<file path="src/rtl/fcmp_unit.sv">
// ============================================================================
// Module      : fcmp_unit
// Description : IEEE-754 single-precision comparator. Operands A and B and
//               the op code arrive on three independent valid/ready channels,
//               each with a one-entry holding register. The comparison fires
//               once all three are held, and the 8-bit result (bit0 = A op B)
//               is returned on a valid/ready result channel.
// Config      : FCMP_NAN_CHECK_EN - when defined, a NaN on either operand
//               forces EQ/LT/LE/GT/GE false and NE true.
// Revision    : 1.0 - initial release
// ============================================================================
`default_nettype none

module fcmp_unit (
  input  logic        clk,
  input  logic        rstn,
  input  logic [31:0] a,
  input  logic        a_valid,
  output logic        a_ready,
  input  logic [31:0] b,
  input  logic        b_valid,
  output logic        b_ready,
  input  logic [2:0]  op,
  input  logic        op_valid,
  output logic        op_ready,
  output logic [7:0]  result,
  output logic        result_valid,
  input  logic        result_ready
);

  localparam logic [2:0] OP_EQ = 3'd0;
  localparam logic [2:0] OP_NE = 3'd1;
  localparam logic [2:0] OP_LT = 3'd2;
  localparam logic [2:0] OP_LE = 3'd3;
  localparam logic [2:0] OP_GT = 3'd4;
  localparam logic [2:0] OP_GE = 3'd5;

  logic [31:0] a_q, a_d;
  logic [31:0] b_q, b_d;
  logic [2:0]  op_q, op_d;
  logic        a_full_q, a_full_d;
  logic        b_full_q, b_full_d;
  logic        op_full_q, op_full_d;
  logic [7:0]  result_q, result_d;
  logic        result_valid_q, result_valid_d;

  logic        fire;
  logic        a_xfer, b_xfer, op_xfer;
  logic [31:0] key_a, key_b;
  logic        is_eq, is_lt;
  logic        cmp_bit;

  // Map sign-magnitude to an unsigned key whose natural order matches the
  // float order. Both zeros collapse onto the +0 key so that -0 == +0.
  function automatic logic [31:0] order_key(input logic [31:0] x);
    if (x[30:0] == 31'd0) begin
      order_key = 32'h8000_0000;
    end else if (x[31]) begin
      order_key = ~x;
    end else begin
      order_key = {1'b1, x[30:0]};
    end
  endfunction

  // The output register may be overwritten when it is empty or being drained.
  assign fire    = a_full_q & b_full_q & op_full_q & (~result_valid_q | result_ready);
  assign a_ready  = ~a_full_q  | fire;
  assign b_ready  = ~b_full_q  | fire;
  assign op_ready = ~op_full_q | fire;
  assign a_xfer   = a_valid  & a_ready;
  assign b_xfer   = b_valid  & b_ready;
  assign op_xfer  = op_valid & op_ready;

  assign key_a = order_key(a_q);
  assign key_b = order_key(b_q);
  assign is_eq = (key_a == key_b);
  assign is_lt = (key_a <  key_b);

  // Evaluate the held operation; reserved op codes yield false.
  always_comb begin
    cmp_bit = 1'b0;
    case (op_q)
      OP_EQ:   cmp_bit = is_eq;
      OP_NE:   cmp_bit = ~is_eq;
      OP_LT:   cmp_bit = is_lt;
      OP_LE:   cmp_bit = is_lt | is_eq;
      OP_GT:   cmp_bit = ~(is_lt | is_eq);
      OP_GE:   cmp_bit = ~is_lt;
      default: cmp_bit = 1'b0;
    endcase
`ifdef FCMP_NAN_CHECK_EN
    // NaNs are unordered: only NE holds, reserved codes stay false.
    if (((a_q[30:23] == 8'hFF) && (a_q[22:0] != 23'd0)) ||
        ((b_q[30:23] == 8'hFF) && (b_q[22:0] != 23'd0))) begin
      cmp_bit = (op_q == OP_NE);
    end
`else
    // NaNs are ordered by their key like any other value.
`endif
  end

  // Next-state for holding registers, full flags and the result register.
  always_comb begin
    a_d            = a_xfer  ? a  : a_q;
    b_d            = b_xfer  ? b  : b_q;
    op_d           = op_xfer ? op : op_q;
    a_full_d       = a_xfer  ? 1'b1 : (fire ? 1'b0 : a_full_q);
    b_full_d       = b_xfer  ? 1'b1 : (fire ? 1'b0 : b_full_q);
    op_full_d      = op_xfer ? 1'b1 : (fire ? 1'b0 : op_full_q);
    result_d       = result_q;
    result_valid_d = result_valid_q;
    if (fire) begin
      result_d       = {7'd0, cmp_bit};
      result_valid_d = 1'b1;
    end else if (result_ready) begin
      result_valid_d = 1'b0;
    end
  end

  // State registers; reset drops any held operands and pending result.
  always_ff @(posedge clk or negedge rstn) begin
    if (!rstn) begin
      a_q            <= 32'd0;
      b_q            <= 32'd0;
      op_q           <= 3'd0;
      a_full_q       <= 1'b0;
      b_full_q       <= 1'b0;
      op_full_q      <= 1'b0;
      result_q       <= 8'd0;
      result_valid_q <= 1'b0;
    end else begin
      a_q            <= a_d;
      b_q            <= b_d;
      op_q           <= op_d;
      a_full_q       <= a_full_d;
      b_full_q       <= b_full_d;
      op_full_q      <= op_full_d;
      result_q       <= result_d;
      result_valid_q <= result_valid_d;
    end
  end

  assign result       = result_q;
  assign result_valid = result_valid_q;

endmodule

`default_nettype wire

</file>
<file path="config.mk">
export PLATFORM = sky130hd
export DESIGN_NAME = fcmp_unit
export DESIGN_NICKNAME = d
export VERILOG_FILES = /design/src/rtl/fcmp_unit.sv
export SDC_FILE = /design/constraint.sdc
export NUM_CORES = 1
export LEC_CHECK = 0
export CAP_MARGIN = 20
export CORE_MARGIN = 2
export CORE_UTILIZATION = 25
export CTS_CLUSTER_DIAMETER = 150
export CTS_CLUSTER_SIZE = 14
export DETAILED_ROUTE_END_ITERATION = 12
export SLEW_MARGIN = 5
export SYNTH_ARGS = -nofsm -noshare
export SYNTH_HDL_FRONTEND = slang
export SYNTH_SLANG_ARGS = --single-unit
</file>
<file path="constraint.sdc">
create_clock -name clk -period 3.4 [get_ports clk]
set_input_delay 0.34 -clock clk [delete_from_list [all_inputs] [get_ports clk]]
set_output_delay 0.34 -clock clk [all_outputs]
set_load 0.01 [all_outputs]
</file>
==> key figures, run 1 <==
Floorplanning
  • Total die area: 18900 sq um
  • Die Wd: 137.5 microns
  • Top Ports: 85
  • DIE HEIGHT: 137.5 microns
  • Core Area: 17360 sq um
  • Site row count: 48
  • Initial Util: 25.66%

Job
  • Max_cap viols: 0

Detailed routing
  • Initial DRC count: 125
  • Routed Antenna Nets: 0
  • Via count: 3455
  • Routed wire length per instance: 14.66 microns
  • DRC Markers: 0
  • Pre-Repair DR Iteration Count: 4
  • Via density: 4.510
  • Final WL: 11230 microns

Synth
  • Most used DFF post-synth: dfrtp_1
  • Unique masters post-synth: 37
  • Seq/Total Area, Yosys: 40.45%
  • Top cells by area, synth: dfrtp_1 40%, mux2_2 17%, ha_1 9.0%, xor2_1 6.3%, xnor2_1 5.9%
  • Synth Warn #: 0
  • Synthesized flop and latch total: 72
  • Synth area leader: dfrtp_1
  • Synth Cell Area: 4454 sq um
  • Syn Area/Cell: 10.61 sq um
  • Cells after Synth: 420
  • Async S/R FF share, synth: 100.0%
  • Top-area cell type share of the netlist area: 40.45%
  • Post-synth EDFFs: 0

CTS
  • CTS tree: built
  • Clk sink count: 72
  • CTS buffer count: 9
  • H-tree depth: 3
  • Clk Latency, worst-skew pair: 340 ps
  • CTS root buf: clkbuf_16
  • CTS clk-pin slew, worst paths: 60 ps
  • Clock Tree Buf Depth: 2

Setup path
  • Setup crit start: b_q[19]
  • Critical Path Fanout Max: 5
  • Reg-to-reg slack, setup: -70 ps
  • Worst r2r dst: result[0]
  • Crit path DAT: 3740 ps
  • Critical R2R Launch: b_q[19]
  • Worst Setup EP: result[0]
  • WS Path Type: flop to flop
  • Crit start category: flop
  • Worst path required time: 3670 ps
  • Endpoint class of the critical path: flop
  • R2R depth: 11

GRT
  • Grt ovf: 0
  • Vias in the first global route: 3719
  • Largest net degree at the start of global routing: 50
  • Initial antenna violation count: 0
  • GRT Util Overall: 12.61%
  • Global-route wire length before repair: 18130 microns

STA
  • Post-route setup slack: -69.00 ps
  • Max-slew violations: 0
  • Fin crit share: 102.0%
  • RSZ-0062 raised after global routing: yes
  • Skew final: 4.567 ps
  • Fmax: 288.3 MHz
  • Final Setup Violations: 1
  • Final hold vios: 0
  • Final Critical Period: 3469 ps

Placed design
  • DP Area: 5784 sq um
  • I/O Buffers: 77
  • GP Congestion: 0.7674
  • Cell Count Post-Placement: 751
  • Dpl hpwl: 8779 microns

Finish
  • Final nets: 644
  • Post-route cell area: 6185 sq um
  • Antenna Cells: 0
  • Synth-to-Final Area Change: 38.85%
  • Layout Cells excl Fill: 766
  • Layout cells sized above 1: 26.99%

Power
  • Leakage: 2.650 nW
  • Pwr dens: 1125 nW/um^2
  • Peak supply drop: 0.4578 mV

Worst hold path
  • Hold WC Path Type: primary input to asynchronous set/reset pin

Status
  • Status: complete, but fails checks
  • Failing checks: setup timing
==> stage by stage <==
step	power, mW	hold WS [ps]	setup TNS, ps	utilization (%)	setup WS, ps
finish	6.957	431.5	-69.00	35.63	-69.00
global route	7.628	464.3	-230.4	35.63	-230.4
CTS	6.965	256.8	-28.55	35.11	-28.55
detailed placement	6.004	497.4	-99.18	33.33	-99.18
global placement	5.746	485.0	-83.71	33.33	-83.71
floorplan	4.529	44.41	0	-	52.36
==> how the worst min path moves through the flow <==
stage                            start            to  slack, ps  depth (start not counted)
final                             rstn       a_q[21]        430                          2
after global routing              rstn       op_q[2]        460                          2
after global placement    result_valid  result_valid        490                          2
after detailed placement  result_valid  result_valid        500                          2
after CTS                         rstn       op_q[1]        260                          1
after floorplan                   rstn      a_full_q         40                          0
==> cell families after synthesis <==
group           Yosys count  share of synthesized area, %
flops                    72                         40.45
compound gates           32                         4.438
xor+xnor                 62                         12.19
other cells               1                       0.08419
buf+inv                  28                         2.949
simple gates            126                         13.96
mux                      67                         16.94
fa+ha+maj                32                         8.989
==> repair_timing <==
action | CTS | global route
resized for setup | 7 | 12
pin swaps | 2 | 2
setup endpoints to repair | 1 | 1
hold buffers | 0 | 1
cloned | 0 | 0
buffers inserted | 0 | 0
hold endpoints to repair | 0 | 9
==> placed cells by master, fill, tap and decap left out, types with 2 or more instances in the layout <==
cell and count:
clkbuf_8 2, buf_12 3, clkdlybuf4s50_1 76, nor4_4 2
a21o_1 2, nor4_2 4, nand3_1 2, mux2_2 67
ha_1 30, nor4_1 10, clkbuf_16 9, or4_4 2
ha_4 2, nand2_1 45, a221oi_1 2, conb_1 7
nand4_1 8, buf_4 46, xnor2_1 30, or4_1 3
nand2b_1 5, nand4_2 3, a21oi_1 11, nor3_1 3
dfrtp_1 72, xor2_1 32, nor2_1 32, buf_6 2
a31oi_1 2, o21ai_0 7
==> Yosys cell counts (2+ instances only) <==
master	count
nor2_1	33
o21ai_0	8
mux2_2	67
xnor2_1	30
nand3_1	2
a221oi_1	2
clkbuf_1	9
xor2_1	32
nand4_2	3
buf_4	7
a21o_1	2
a21oi_1	11
ha_1	32
or4_1	4
and2_1	2
nand2b_1	5
nor3_1	3
buf_1	11
nand2_1	45
nor4_1	16
nand4_1	8
a31oi_1	2
dfrtp_1	72
==> registers in the layout, indices dropped and copies added, names as in the netlist <==
| name | count |
|---|---|
| a_q | 32 |
| b_full_q | 1 |
| result_valid | 1 |
| a_full_q | 1 |
| result | 1 |
| op_full_q | 1 |
| op_q | 3 |
| b_q | 32 |
==> critical path, stage by stage (launching register included) <==
cell and delay, ps:
dfrtp_1 370, or4_1 540, nor4_2 170, nand4b_1 210
and2_1 240, ha_4 270, nand4_2 140, or4_4 540
or4_1 480, a31oi_1 180, o22ai_1 100, a31oi_1 160
==> final cells by class <==
| type | instances | area [sq um] |
|---|---|---|
| Clock buffer | 12 | 256.5 |
| Sequential cell | 72 | 1802 |
| Clock inverter | 1 | 5.005 |
| Tap cell | 225 | 281.5 |
| Fill cell | 1709 | 11170 |
| Inverter | 1 | 3.754 |
| Timing Repair Buffer | 129 | 1204 |
| Multi-Input combinational cell | 326 | 2633 |
==> power breakdown <==
part           switching, mW  total [mW]  internal [mW]
Sequential             0.399        1.70           1.30
Combinational           2.09        4.41           2.32
Clock                  0.332       0.851          0.519
==> per-layer routing <==
| metal | up-vias | wire length, microns | global-route usage, % |
|---|---|---|---|
| li1 | 1710 | - | - |
| met1 | 1649 | 4574 | 14.00 |
| met2 | 80 | 5958 | 23.16 |
| met3 | 16 | 469 | 3.054 |
| met4 | 0 | 223 | 4.754 |
| met5 | - | 0 | 0 |
Power figures use the tool's default switching activity.
==> run 2, diff against run 1 <==
--- a/config.mk
+++ b/config.mk
@@ -7,10 +7,10 @@
 export LEC_CHECK = 0
 export CAP_MARGIN = 20
 export CORE_MARGIN = 2
-export CORE_UTILIZATION = 25
+export CORE_UTILIZATION = 48
 export CTS_CLUSTER_DIAMETER = 150
-export CTS_CLUSTER_SIZE = 14
 export DETAILED_ROUTE_END_ITERATION = 12
+export PLACE_DENSITY = 0.78
 export SLEW_MARGIN = 5
 export SYNTH_ARGS = -nofsm -noshare
 export SYNTH_HDL_FRONTEND = slang
==> key figures, run 2 (same netlist as run 1, synthesis figures left out) <==
Setup path
  • WS Path Type: flop to flop
  • Worst path buffer plus inverter count: 0
  • Slowest cell on crit path: or4_4
  • Critical Path Fanout Max: 5
  • Worst r2r dst: result[0]
  • Critical R2R Launch: b_q[19]
  • Endpoint class of the critical path: flop
  • Max stage delay on crit path: 580 ps
  • R2R depth: 11
  • Worst path required time: 3670 ps
  • Top Family by Delay on Critical Path: simple AND/OR/NAND/NOR gates
  • Reg-to-reg slack, setup: -100 ps
  • Crit path DAT: 3770 ps
  • Crit start category: flop
  • Crit path cell chain: or4_1, nor4_2, nand4b_1, and2_1, ha_1, nand4_2, or4_4, or4_1, a31oi_1, o22ai_1, a31oi_1

Detailed routing
  • Final WL: 9727 microns
  • Met3 WL post-DR: 351 microns
  • Met1 WL: 3937 microns
  • Initial DRC count: 91
  • Routed Antenna Nets: 0
  • Pre-Repair DR Iteration Count: 5
  • Via density: 5.336
  • Met2 wire length: 5321 microns
  • Routed wire length per instance: 15.29 microns
  • Via count: 3394
  • Top sig layer: met4
  • DRC Markers: 0

Finish
  • Final nets: 625
  • Antenna Cells: 0
  • Post-route cell area: 5852 sq um
  • Fillers: 741
  • Commonest non-fill, non-tap cell in the layout: clkdlybuf4s50_1
  • Layout cells sized above 1: 24.00%
  • Synth-to-Final Area Change: 31.38%
  • Most frequent cells in the layout: 76 x clkdlybuf4s50_1, 72 x dfrtp_1, 67 x mux2_2, 45 x nand2_1
  • Largest regs: a_q (32), b_q (32), op_q (3)

Floorplanning
  • DIE HEIGHT: 100.3 microns
  • Core Area: 9109 sq um
  • Top Ports: 85
  • Site row count: 35
  • Initial Util: 48.90%
  • Die Wd: 100.3 microns
  • Total die area: 10070 sq um

Job
  • Max_cap viols: 0

CTS
  • Clk sink count: 72
  • CTS root buf: clkbuf_8
  • CTS buffer count: 9
  • H-tree depth: 3
  • Clock Tree Buf Depth: 2
  • CTS tree: built
  • Clk Latency, worst-skew pair: 340 ps
  • CTS clk-pin slew, worst paths: 80 ps

GRT
  • Grt ovf: 0
  • Largest net degree at the start of global routing: 50
  • Global-route wire length before repair: 16100 microns
  • Initial antenna violation count: 0
  • Vias in the first global route: 3547
  • GRT Util Overall: 20.23%

Placed design
  • Setup WS pre-CTS: -93.64 ps
  • DP Area: 5504 sq um
  • I/O Buffers: 77
  • GP Congestion: 0.8779
  • Dpl hpwl: 7459 microns

STA
  • Skew final: 8.962 ps
  • Final hold vios: 0
  • Fin crit share: 102.8%
  • Fmax: 286.1 MHz
  • Minimum hold slack: 469.4 ps
  • Max-slew violations: 0
  • Post-route setup slack: -95.14 ps
  • Final Critical Period: 3495 ps
  • Final Setup Violations: 1
  • RSZ-0062 raised after global routing: yes

Worst hold path
  • Hold WC Path Type: primary input to asynchronous set/reset pin

Power
  • Peak supply drop: 0.5184 mV
  • Pwr dens: 1147 nW/um^2
  • Leakage: 2.558 nW

Status
  • Status: complete, but fails checks
  • Failing checks: setup timing
==> run 2: per-layer routing <==
layer / vias up / GRT usage, %
met3: 13 / 4.248
met1: 1644 / 22.48
met5: - / 0
met4: 0 / 5.479
met2: 68 / 38.72
li1: 1669 / -
==> run 2: where the power goes <==
part           internal (mW)  switching [mW]  total, mW  leakage (nW)
clock                  0.564           0.337      0.901         0.134
combinational           2.12            1.98       4.10          1.59
sequential              1.29           0.421       1.72         0.836
total                   3.98            2.73       6.71          2.56
==> run 2: timing repair <==
action                                  CTS  global route
resized for setup                         1             8
buffers inserted                          0             1
hold buffers                              0             1
endpoints found under the hold margin     0            18
endpoints found under the setup margin    1             1
pin swaps                                 0             2
==> run 2: worst max path at each step <==
stage,to,start,cells after the start
global route,result[0],b_q[19],11
detailed placement,result[0],b_q[19],12
CTS,result[0],b_q[19],12
floorplan,result[0],b_q[19],11
global placement,result[0],a_q[10],12
finish,result[0],b_q[19],11
==> run 2: metrics by stage <==
stage          setup TNS, ps  instances  power (mW)  util (%)
3_5_place_dp          -93.64        617       5.781     60.43
3_3_place_gp          -21.58        617       5.575     60.43
2_1_floorplan              0        426       4.529         -
5_1_grt               -226.6        636       7.346     64.24
4_1_cts               -84.76        633       6.713     63.39
6_report              -95.14        636       6.714     64.24
==> run 2: area by class of cell <==
type / count / area, sq um / share of cell area [%]
clock buffer: 9 / 123.9 / 2.117
clock inverter: 7 / 142.6 / 2.437
inverter: 1 / 3.754 / 0.06414
multi-input combinational: 326 / 2575 / 44.00
sequential: 72 / 1802 / 30.79
tap: 111 / 138.9 / 2.373
timing repair buffer: 110 / 1066 / 18.22
==> run 3, diff against run 2 <==
--- a/config.mk
+++ b/config.mk
@@ -11,6 +11,7 @@
 export CTS_CLUSTER_DIAMETER = 150
 export DETAILED_ROUTE_END_ITERATION = 12
 export PLACE_DENSITY = 0.78
+export SKIP_CTS_REPAIR_TIMING = 1
 export SLEW_MARGIN = 5
 export SYNTH_ARGS = -nofsm -noshare
 export SYNTH_HDL_FRONTEND = slang
==> key figures, run 3 (same netlist as run 1, synthesis figures left out) <==
Finish
  • Commonest non-fill, non-tap cell in the layout: clkdlybuf4s50_1
  • Layout cells sized above 1: 24.00%
  • Util after Layout: 64.24%
  • Post-route cell area: 5852 sq um
  • Largest regs: a_q (32), b_q (32), op_q (3)
  • Antenna Cells: 0
  • Final nets: 625
  • Most frequent cells in the layout: 76 x clkdlybuf4s50_1, 72 x dfrtp_1, 67 x mux2_2, 45 x nand2_1
  • Synth-to-Final Area Change: 31.38%

Setup path
  • Crit start category: flop
  • Worst Setup EP: result[0]
  • Crit path cell chain: or4_1, nor4_2, nand4b_1, and2_1, ha_1, nand4_2, or4_4, or4_1, a31oi_1, o22ai_1, a31oi_1
  • R2R depth: 11
  • Max stage delay on crit path: 580 ps
  • Slowest cell on crit path: or4_4
  • Critical Path Fanout Max: 5
  • Worst path buffer plus inverter count: 0
  • Setup crit start: b_q[19]
  • WS Path Type: flop to flop
  • Worst path required time: 3680 ps
  • Top Family by Delay on Critical Path: simple AND/OR/NAND/NOR gates
  • Critical R2R Launch: b_q[19]
  • Worst r2r dst: result[0]
  • CP Depth: 11
  • Reg-to-reg slack, setup: -80 ps
  • Crit path DAT: 3760 ps
  • Endpoint class of the critical path: flop

Power
  • Leakage: 2.558 nW
  • Peak supply drop: 0.5188 mV
  • Pwr dens: 1148 nW/um^2

Detailed routing
  • Routed Antenna Nets: 0
  • Routed wire length per instance: 15.31 microns
  • Pre-Repair DR Iteration Count: 5
  • DRC Markers: 0
  • Via count: 3395
  • Final WL: 9740 microns
  • Via density: 5.338
  • Initial DRC count: 80

STA
  • Fin crit share: 102.5%
  • RSZ-0062 raised after global routing: yes
  • Post-route setup slack: -84.82 ps
  • Max-slew violations: 0
  • Final Setup Violations: 1
  • Fmax: 287.0 MHz
  • Final Critical Period: 3485 ps
  • Skew final: 8.517 ps
  • Final hold vios: 0

GRT
  • GRT Util Overall: 20.23%
  • Initial antenna violation count: 0
  • Grt ovf: 0
  • Vias in the first global route: 3552
  • Largest net degree at the start of global routing: 50
  • Global-route wire length before repair: 16100 microns

Floorplanning
  • DIE HEIGHT: 100.3 microns
  • Core Area: 9109 sq um
  • Initial Util: 48.90%
  • Die Wd: 100.3 microns
  • Top Ports: 85
  • Total die area: 10070 sq um
  • Site row count: 35

CTS
  • Clk sink count: 72
  • CTS clk-pin slew, worst paths: 80 ps
  • H-tree depth: 3
  • CTS buffer count: 9
  • CTS root buf: clkbuf_8
  • Clk Latency, worst-skew pair: 350 ps
  • Clock Tree Buf Depth: 2
  • CTS tree: built

Placed design
  • GP Congestion: 0.8779
  • Dpl hpwl: 7459 microns
  • DP Area: 5504 sq um
  • I/O Buffers: 77

Status
  • Status: complete, but fails checks
  • Failing checks: setup timing

Worst hold path
  • Hold WC Path Type: primary input to asynchronous set/reset pin

Job
  • Max_cap viols: 0
-- run 3: cell counts in the layout (fill, tap and decap cells not counted) --
No cell type changed its count.
-- run 3: area by class of cell --
type / count / area, sq um
Clock buffer: 9 / 123.9
Clock inverter: 7 / 142.6
Fill cell: 741 / 3257
Inverter: 1 / 3.754
Multi-Input combinational cell: 326 / 2575
Sequential cell: 72 / 1802
Tap cell: 111 / 138.9
Timing Repair Buffer: 110 / 1066
-- run 3: metal layers --
layer,routed length (microns),part of all wire [%],track usage [%],vias to the layer above
met2,5308,54,38.77,72
met3,383,3.9,4.248,11
met4,102,1.0,5.479,0
li1,-,-,-,1668
met5,0,0,0,-
met1,3945,41,22.43,1644
-- run 3: per-stage QoR --
stage	worst slack [ps]	hold WS [ps]	TNS, ps	power, mW	std cells
after floorplan	52.36	44.41	0	4.529	426
after global placement	-21.58	482.8	-21.58	5.575	617
after detailed placement	-93.64	490.8	-93.64	5.781	617
after CTS	-117.1	236.3	-117.1	6.713	633
after global routing	-226.6	511.6	-226.6	7.346	636
final	-84.82	463.0	-84.82	6.719	636
-- run 3: how the worst min path moves through the flow --
stage	cells past startpoint	slack (ps)	endpoint
after global placement	2	480	result_valid
after global routing	2	510	a_q[24]
final	2	460	a_q[24]
after floorplan	0	40	a_full_q
after detailed placement	2	490	result_valid
after CTS	1	240	a_q[24]
-- run 3: where the power goes --
part | total (mW) | internal (mW) | leakage [nW] | switching [mW]
Sequential | 1.72 | 1.29 | 0.836 | 0.421
Clock | 0.904 | 0.564 | 0.134 | 0.340
Combinational | 4.10 | 2.12 | 1.59 | 1.98
